<file path="config.mk">
export PLATFORM = sky130hd
export DESIGN_NAME = pipe_spawn_ctrl
export DESIGN_NICKNAME = d
export VERILOG_FILES = /design/src/rtl/pipe_game_defs.sv /design/src/rtl/pipe_gap_rng.sv /design/src/rtl/pipe_spawn_ctrl.sv
export SDC_FILE = /design/constraint.sdc
export NUM_CORES = 1
export LEC_CHECK = 0
export ABC_AREA = 1
export CAP_MARGIN = 20
export CORE_MARGIN = 3
export CORE_UTILIZATION = 35
export DETAILED_ROUTE_END_ITERATION = 10
export GPL_ROUTABILITY_DRIVEN = 0
export PLACE_DENSITY_LB_ADDON = 0.05
export SETUP_SLACK_MARGIN = 0.5
export SYNTH_ARGS = -nofsm -noshare
export SYNTH_HDL_FRONTEND = slang
export SYNTH_SLANG_ARGS = --single-unit
</file>
<file path="constraint.sdc">
create_clock -name animationCLOCK -period 5.8 [get_ports animationCLOCK]
set_input_delay 0.87 -clock animationCLOCK [delete_from_list [all_inputs] [get_ports animationCLOCK]]
set_output_delay 0.87 -clock animationCLOCK [all_outputs]
set_load 0.03 [all_outputs]
</file>
<file path="src/rtl/pipe_game_defs.sv">
// Shared definitions for the pipe game: spawn FSM state encoding, screen geometry,
// score and gap-Y widths, and the gap RNG seed.
package pipe_game_defs;

  typedef enum logic [1:0] {
    IDLE   = 2'd0,
    WAIT   = 2'd1,
    SPAWN  = 2'd2,
    FLIGHT = 2'd3
  } spawn_state_t;

  localparam int SCREEN_H = 480;
  localparam int Y_MID    = 240;
  localparam int SCORE_W  = 10;
  localparam int Y_W      = 10;
  localparam int LFSR_W   = 9;
  localparam logic [LFSR_W-1:0] LFSR_SEED = 9'h1FF;

endpackage

</file>
<file path="src/rtl/pipe_gap_rng.sv">
// Free-running 9-bit Fibonacci LFSR (taps 9,5) folded into a gap-centre Y candidate
// in [MIN_Y, MIN_Y+SPAN]. SPAN must lie in 255..510 so the single fold covers 0..511.
module pipe_gap_rng
  import pipe_game_defs::*;
#(
  parameter int MIN_Y = 100,
  parameter int SPAN  = 280
) (
  input  logic           animationCLOCK,
  input  logic           animationRESETn,
  output logic [Y_W-1:0] gapY
);

  logic [LFSR_W-1:0] lfsr;
  logic [Y_W-1:0]    r;
  logic [Y_W-1:0]    v;

  // x^9 + x^5 + 1 is primitive: from a non-zero seed the register never reaches zero.
  always_ff @(posedge animationCLOCK or negedge animationRESETn) begin
    if (!animationRESETn) begin
      lfsr <= LFSR_SEED;
    end else begin
      lfsr <= {lfsr[LFSR_W-2:0], lfsr[8] ^ lfsr[4]};
    end
  end

  always_comb begin
    r = {1'b0, lfsr};
    if (r <= Y_W'(SPAN)) begin
      v = r;
    end else begin
      v = r - Y_W'(SPAN + 1);
    end
    gapY = Y_W'(MIN_Y) + v;
  end

endmodule

</file>
<file path="src/rtl/pipe_spawn_ctrl.sv">
// Spawn-side pacing of the pipe animator: one pipe in flight at a time, score counting.
// Optional flight watchdog is compiled in with `define PIPE_SPAWN_WDOG_EN.
module pipe_spawn_ctrl
  import pipe_game_defs::*;
#(
  parameter int MIN_Y         = 100,
  parameter int SPAN          = 280,
  parameter int INTERVAL_BASE = 120,
  parameter int INTERVAL_STEP = 10,
  parameter int INTERVAL_MIN  = 40,
  parameter int SCORE_MAX     = 999,
  parameter int TIMEOUT_TICKS = 1023
) (
  input  logic               animationCLOCK,
  input  logic               animationRESETn,
  input  logic               gameStart,
  input  logic               gameOver,
  input  logic               endOfMapPipe,
  output logic               spawnPipe,
  output logic [Y_W-1:0]     pointY,
  output logic [SCORE_W-1:0] score,
  output logic               running,
  output logic               timeoutErr,
  output spawn_state_t       dbgState
);

  localparam int CNT_W = 10;

  // Pulse protocol with the animator: spawnPipe and endOfMapPipe are single-cycle strobes
  // with no back-pressure; endOfMapPipe is only acted on while a pipe is in FLIGHT.

  spawn_state_t         state;
  logic [CNT_W-1:0]     cnt;
  logic                 spawnQ;
  logic [Y_W-1:0]       gapY;
  logic [SCORE_W-1:0]   scoreInc;

  function automatic logic [CNT_W-1:0] spawn_interval(input logic [SCORE_W-1:0] s);
    logic [15:0] dec;
    dec = 16'(s / SCORE_W'(10)) * 16'(INTERVAL_STEP);
    // Clamp decided before subtracting so high scores never wrap the counter.
    if (dec >= 16'(INTERVAL_BASE - INTERVAL_MIN)) begin
      return CNT_W'(INTERVAL_MIN);
    end
    return CNT_W'(INTERVAL_BASE) - CNT_W'(dec);
  endfunction

  pipe_gap_rng #(
    .MIN_Y (MIN_Y),
    .SPAN  (SPAN)
  ) u_gap_rng (
    .animationCLOCK  (animationCLOCK),
    .animationRESETn (animationRESETn),
    .gapY            (gapY)
  );

  assign scoreInc = (score < SCORE_W'(SCORE_MAX)) ? score + SCORE_W'(1) : score;

`ifdef PIPE_SPAWN_WDOG_EN
  localparam int FCNT_W = $clog2(TIMEOUT_TICKS + 1);
  logic [FCNT_W-1:0] flightCnt;
  logic              timeoutQ;
  assign timeoutErr = timeoutQ;
`else
  assign timeoutErr = 1'b0;
`endif

  always_ff @(posedge animationCLOCK or negedge animationRESETn) begin
    if (!animationRESETn) begin
      state  <= IDLE;
      cnt    <= '0;
      spawnQ <= 1'b0;
      pointY <= Y_W'(Y_MID);
      score  <= '0;
`ifdef PIPE_SPAWN_WDOG_EN
      flightCnt <= '0;
      timeoutQ  <= 1'b0;
`endif
    end else begin
      spawnQ <= 1'b0;
      if (gameOver) begin
        state <= IDLE;
      end else begin
        case (state)
          IDLE: begin
            if (gameStart) begin
              cnt   <= CNT_W'(INTERVAL_BASE);
              score <= '0;
`ifdef PIPE_SPAWN_WDOG_EN
              timeoutQ <= 1'b0;
`endif
              state <= WAIT;
            end
          end
          WAIT: begin
            // Strobe and Y are registered together so both are valid in the SPAWN cycle.
            if (cnt <= CNT_W'(1)) begin
              state  <= SPAWN;
              spawnQ <= 1'b1;
              pointY <= gapY;
            end else begin
              cnt <= cnt - CNT_W'(1);
            end
          end
          SPAWN: begin
            state <= FLIGHT;
`ifdef PIPE_SPAWN_WDOG_EN
            flightCnt <= '0;
`endif
          end
          FLIGHT: begin
            if (endOfMapPipe) begin
              score <= scoreInc;
              cnt   <= spawn_interval(scoreInc);
              state <= WAIT;
            end
`ifdef PIPE_SPAWN_WDOG_EN
            else if (flightCnt == FCNT_W'(TIMEOUT_TICKS - 1)) begin
              timeoutQ <= 1'b1;
              cnt      <= spawn_interval(score);
              state    <= WAIT;
            end else begin
              flightCnt <= flightCnt + FCNT_W'(1);
            end
`endif
          end
          default: state <= IDLE;
        endcase
      end
    end
  end

  // An abort arriving in the SPAWN cycle itself still suppresses the strobe.
  assign spawnPipe = spawnQ & ~gameOver;
  assign running   = (state != IDLE);
  assign dbgState  = state;

endmodule

</file>
* Yosys cells after proc, flatten, opt, wreduce, memory -nomap -nowiden
Index checks and enable logic that the tools add are counted.
** Cells by class
- Add/sub/neg operators :: 5
- Multipliers :: 1
- Div/mod/pow operators :: 1
- $lt $le $gt $ge :: 4
- Eq/ne operators :: 9
- Muxes and demuxes :: 23
- Bitwise gates (word level) :: 3
- Reduce and logical (&&, ||, !) cells :: 8
** Operator list (count)
- $mux W10 :: 9
- $pmux W10 S3 :: 1
- $pmux W10 S2 :: 1
- $div A10 B4 Y16 const B :: 1
- $ge A16 B7 Y1 const B :: 1
- $mul A16 B3 Y15 const B :: 1
- $add A10 B1 Y10 const B :: 1
- $add A7 B10 Y10 const A :: 1
- $le A10 B1 Y1 const B :: 1
- $lt A10 B10 Y1 const B :: 1
- $sub A10 B1 Y10 const B :: 1
- $sub A7 B10 Y10 const A :: 1
- $sub A9 B9 Y10 const B :: 1
- $le A9 B9 Y1 const B :: 1
- $ne A3 B3 Y1 const B :: 3
- $mux W2 :: 4
- $pmux W2 S4 :: 1
- $mux W1 :: 7
- $ne A2 B2 Y1 const B :: 3
- $reduce_and A3 Y1 :: 2
- $reduce_and A5 Y1 :: 1
- $eq A2 B2 Y1 const B :: 2
- $reduce_and A4 Y1 :: 1
- $reduce_bool A2 Y1 :: 2
- other kinds (6) :: 6
** Storage, ports and cells
- Register bits after elaboration :: 42
- Input bits :: 5
- Output and inout port bits :: 25
- Logic and storage cells :: 60

* Longest topological paths before layout
- Depth in word-level cells :: 12
- Depth in mapped cells :: 47
- Mapped depth without buffers :: 47

* Hierarchy
From an unflattened synthesis, not the netlist that was laid out.
** Second synthesis, totals
- Cells, all modules :: 468
- Area, all modules :: 3494.6 um^2
** Modules (own cells, without submodules)
- pipe_spawn_ctrl :: times used 1, cells an instance 379, area an instance 2776.4 um^2, sequential area each 830.8 um^2
- pipe_gap_rng :: times used 1, cells an instance 89, area an instance 718.2 um^2, sequential area each 236.5 um^2

* Worst setup path after synthesis
No wires, ideal clock.
- Path type :: register to register
- Start :: reg score[0]
- End :: reg cnt[6]
- Library setup time :: 73 ps
- Arrival time :: 4698 ps
- Required time :: 5727 ps
- Path slack :: 1029 ps
- Cell stages (with the launch flop) :: 42
- Path buffers :: 0
- Clock period less this slack :: 4771 ps
- Cell sequence :: dfrtp_1 ha_1 nand2_2 nand3_1 nand2_4 inv_2 nor2_4 nand3_2 nand4_4 nand2_4 nand2_2 nand3_2 nand2_4 nand2_4 nand2_2 nand2_2 inv_2 nand2_2 [6 not listed] nand2_2 nand3_4 nand3_1 o21ai_0 inv_1 nand3_2 ha_1 ha_1 inv_1 fa_1 inv_1 a31oi_1 nor2_1 o31ai_1 nand3_1 nor2_1 nand3_1 a21oi_2
** On the way
- Longest elaborated chain between the ends :: 12
- Elaborated cells on any way between the ends :: 14
- Classes of those cells :: add/sub: 2; mul: 1; div: 1; order compare: 2; mux: 8
** Ends and longest elaborated chain
- start, declared :: line pipe_spawn_ctrl.sv:21 : output logic [SCORE_W-1:0] score,
- start signal, assigned :: line pipe_spawn_ctrl.sv:113 : score <= scoreInc;
- $add A10 B1 Y10 or $lt A10 B10 Y1 (tied branches) :: line pipe_spawn_ctrl.sv:57 : assign scoreInc = (score < SCORE_W'(SCORE_MAX)) ? score + SCORE_W'(1) : score;
- $mux W10 * :: line pipe_spawn_ctrl.sv:57
- $div A10 B4 Y16 * :: line pipe_spawn_ctrl.sv:40 : dec = 16'(s / SCORE_W'(10)) * 16'(INTERVAL_STEP);
- $mul A16 B3 Y15 * :: line pipe_spawn_ctrl.sv:40
- $ge A16 B7 Y1 :: line pipe_spawn_ctrl.sv:42 : if (dec >= 16'(INTERVAL_BASE - INTERVAL_MIN)) begin
- $mux W1 :: line pipe_spawn_ctrl.sv:42
- $mux W1 :: line pipe_spawn_ctrl.sv:112 : if (endOfMapPipe) begin
- $mux W1 :: line pipe_spawn_ctrl.sv:84 : case (state)
- $mux W1 :: line pipe_spawn_ctrl.sv:81 : if (gameOver) begin
- $mux W10 * :: line pipe_spawn_ctrl.sv:45 : return CNT_W'(INTERVAL_BASE) - CNT_W'(dec);
- $mux W10 * :: line pipe_spawn_ctrl.sv:112
- $pmux W10 S3 * :: line pipe_spawn_ctrl.sv:84
- end signal, assigned :: line pipe_spawn_ctrl.sv:87 : cnt <= CNT_W'(INTERVAL_BASE);
- end signal, assigned :: line pipe_spawn_ctrl.sv:102 : cnt <= cnt - CNT_W'(1);
- end signal, assigned :: line pipe_spawn_ctrl.sv:114 : cnt <= spawn_interval(scoreInc);
- end, declared :: line pipe_spawn_ctrl.sv:33 : logic [CNT_W-1:0] cnt;
Every way passes the cells marked *; elsewhere a longest branch is shown, timed or not. The select of a mux whose other input is x is not followed.
A chain may end at the register's enable or synchronous reset.

* Worst setup path in the final report
- Start :: reg score[1]
- End :: reg cnt[1]
Same word-level chain as after synthesis.

==> impl_metrics.json <==
{
  "synth_top_cell_by_area": "dfrtp_1",
  "hpwl_um": 6318,
  "setup_viol": 0,
  "area_growth_pct": 27.75,
  "synth_flop_cell": "dfrtp_1",
  "synthTopCellsByArea": "dfrtp_1 21%, nand2_1 10%, dfstp_2 9.9%",
  "worst_path_max_delay_cell": "dfrtp_1",
  "slowest_delay_ns": 0.44,
  "die_h_um": 105.2,
  "grt_pass1_wl_um": 14020,
  "antenna_cells": 0,
  "path_max_fanout": 5,
  "track_usage_pct": 15.30,
  "nets": 550,
  "critical_path_class": "reg2reg",
  "cts_max_level": 2,
  "dpl-instance-area_um2": 3859,
  "finalInstanceArea_um2": 4395,
  "rr_startpoint": "score[1]",
  "setup-tns-final_ns": 0,
  "drc_errors": 0,
  "status": "finished, final reports clean",
  "gr-total-overflow": 0,
  "drt-vias-per-instance": 4.802,
  "synth_top_area_share_pct": 21.09,
  "start_kind": "register",
  "leakagePower_nw": 2.160,
  "drv_cap": 0,
  "hold_viol_final": 0,
  "dr.pass1.iters": 4,
  "worstPathArrival_ns": 5.17,
  "hold_path_class": "in2async",
  "ff2ff_path_depth": 41,
  "cts_buffers": 5,
  "cts-root-buf": "clkbuf_8",
  "insertion_delay_ns": 0.30,
  "die_w_um": 105.2,
  "synthTopCellsByCount": "94 x nand2_1, 76 x inv_1, 41 x nand3_1",
  "utilization_pct": 46.68,
  "antenna_found_initial": 0,
  "ys_async_sr_fraction_pct": 100.0,
  "start_util_pct": 36.54,
  "portBuffers": 28,
  "ir_drop_uv": 97.55,
  "tightestPinTransition_ns": 1.012,
  "synth_edf_count": 0,
  "first_global_vias": 2860,
  "yosysSeqAreaShare_pct": 31.02,
  "slew_headroom_pct": 32.55,
  "rr_endpoint": "cnt[1]",
  "synth_seq_cells": 42,
  "num_rows": 35,
  "dieArea_um2": 11060,
  "detail_route.wl_per_cell_um": 13.14,
  "rsz0062_at_grt": "yes",
  "cp.required_ns": 5.98,
  "routed_wirelength_um": 8581,
  "worstSetupEndpointType": "register",
  "synthCells": 474,
  "cts_buffer_depth": 2,
  "drt_iter0_markers": 99,
  "drive_gt1_share_pct": 25.38,
  "grt_max_degree": 43,
  "ys_types": 41,
  "period_share_pct": 86.10,
  "critical_path.most_common_cell": "nand2_4",
  "p_per_area_nw_per_um2": 192.5,
  "coreArea_um2": 9415,
  "postRouteAntennaNets": 0,
  "syn_area_per_cell_um2": 7.259,
  "routed-via-count": 3136,
  "cts_tree": "yes",
  "drv_slew": 0,
  "period_needed_ns": 4.994,
  "clock.fmax_ghz": 0.2003,
  "syn-num-nets": 501,
  "synth.most_common_cell": "nand2_1",
  "io-pin-count": 30,
  "yosysWarnings": 0,
  "syn_area_um2": 3441,
  "clk_pin_slew_worst_paths_ns": 0.09,
  "skew_ns": 0.007741,
  "r2r_slack_ns": 0.81,
  "nFillCells": 942,
  "numClockSinks": 42
}
[flip-flops by register name, summed over array words and instances (netlist names)]
signal          count
pointY             10
score              10
u_gap_rng.lfsr      9
cnt                10
dbgState            2
spawnQ              1
[worst max-delay path, delay by kind of cell (launching register included)]
kind	cells	cell delay [ns]
buffers and inverters	6	0.53
xor gates and xnor gates	1	0.17
and+or+nand+nor	28	2.43
DFF	1	0.44
AOI/OAI and AO/OA	3	0.42
adders and majority gates	3	0.87
[worst max path at each step]
stage              from      to  slack (ns)  cells past startpoint
6_report       score[1]  cnt[1]        0.81                     41
5_1_grt        score[1]  cnt[6]        0.36                     41
4_1_cts        score[0]  cnt[3]        0.52                     38
3_3_place_gp   score[0]  cnt[6]        0.51                     39
2_1_floorplan  score[0]  cnt[6]        1.03                     41
3_5_place_dp   score[0]  cnt[4]        0.41                     40
[cell type report]
| type | instances | area (um^2) | share of cell area (%) |
|---|---|---|---|
| timing repair buffer | 46 | 439.2 | 9.991 |
| inverter | 87 | 329.1 | 7.486 |
| multi-input combinational | 341 | 2312 | 52.60 |
| clock inverter | 2 | 13.76 | 0.3131 |
| tap | 129 | 161.4 | 3.672 |
| sequential | 42 | 1067 | 24.28 |
| clock buffer | 6 | 72.57 | 1.651 |
[where the power goes]
part / total (W) / switching (W) / internal, W / leakage [nW]
clock network: 0.000198 / 0.000113 / 0.0000853 / 0.0452
logic: 0.000293 / 0.000189 / 0.000104 / 1.60
registers: 0.000355 / 0.0000329 / 0.000323 / 0.513
total: 0.000846 / 0.000334 / 0.000512 / 2.16
[placed cells by master (no fill, tap or decap), types with 2 or more instances in the layout]
master            n
nand3b_1          2
inv_1            74
ha_4              3
nor2_4            6
o22ai_1          12
nand3_2          10
nand2_2          18
dfrtp_1          29
o21ai_0          18
nand4_1           8
nor3_1            4
xor2_1           15
nor2_1           36
nor2_2            4
inv_2            12
buf_4            15
a21oi_2           3
dfstp_2          13
clkbuf_8          5
nand2_4          16
ha_1             18
nand3_1          30
or2_2             3
nand3_4           8
clkdlybuf4s50_1  27
o211ai_1          2
buf_12            2
a32oi_1           2
o21ai_2           2
a21oi_1          14
nand2_1          87
a31oi_1           2
[per-layer routing]
layer / global-route usage [%] / wire length [um] / vias up
met3: 2.347 / 262 / 10
met1: 21.76 / 4071 / 1445
met4: 3.374 / 92 / 0
met5: 0 / 0 / -
met2: 24.47 / 4155 / 45
li1: - / - / 1636
[repair_timing]
item	in CTS	in global routing
buffers inserted	0	17
pin swaps	0	31
setup endpoints to repair	6	6
resized for setup	7	55
hold buffers	0	0
[metrics by stage]
step                total power, W  setup WS (ns)  std cells  hold WS, ns
global route             0.0009071         0.3603        653       0.3928
finish                   0.0008462         0.8063        653       0.3872
detailed placement       0.0006366         0.4111        627       0.3695
global placement         0.0006382         0.5100        627       0.3776
floorplan                0.0005455          1.029        474       0.3609
CTS                      0.0008418         0.5232        635       0.3905
[cell families (layout without fill, tap and decap cells)]
| family | count (synthesis) | in the layout | synth area share, % |
|---|---|---|---|
| simple gates | 233 | 233 | 34.15 |
| buf+inv | 91 | 141 | 10.04 |
| compound gates | 67 | 67 | 11.82 |
| flops | 42 | 42 | 31.02 |
| fa+ha+maj | 22 | 22 | 8.218 |
| xor+xnor | 17 | 17 | 4.327 |
| other cells | 1 | 1 | 0.1090 |
| mux | 1 | 1 | 0.3272 |
Note: power is estimated with default switching activity, not from simulation.
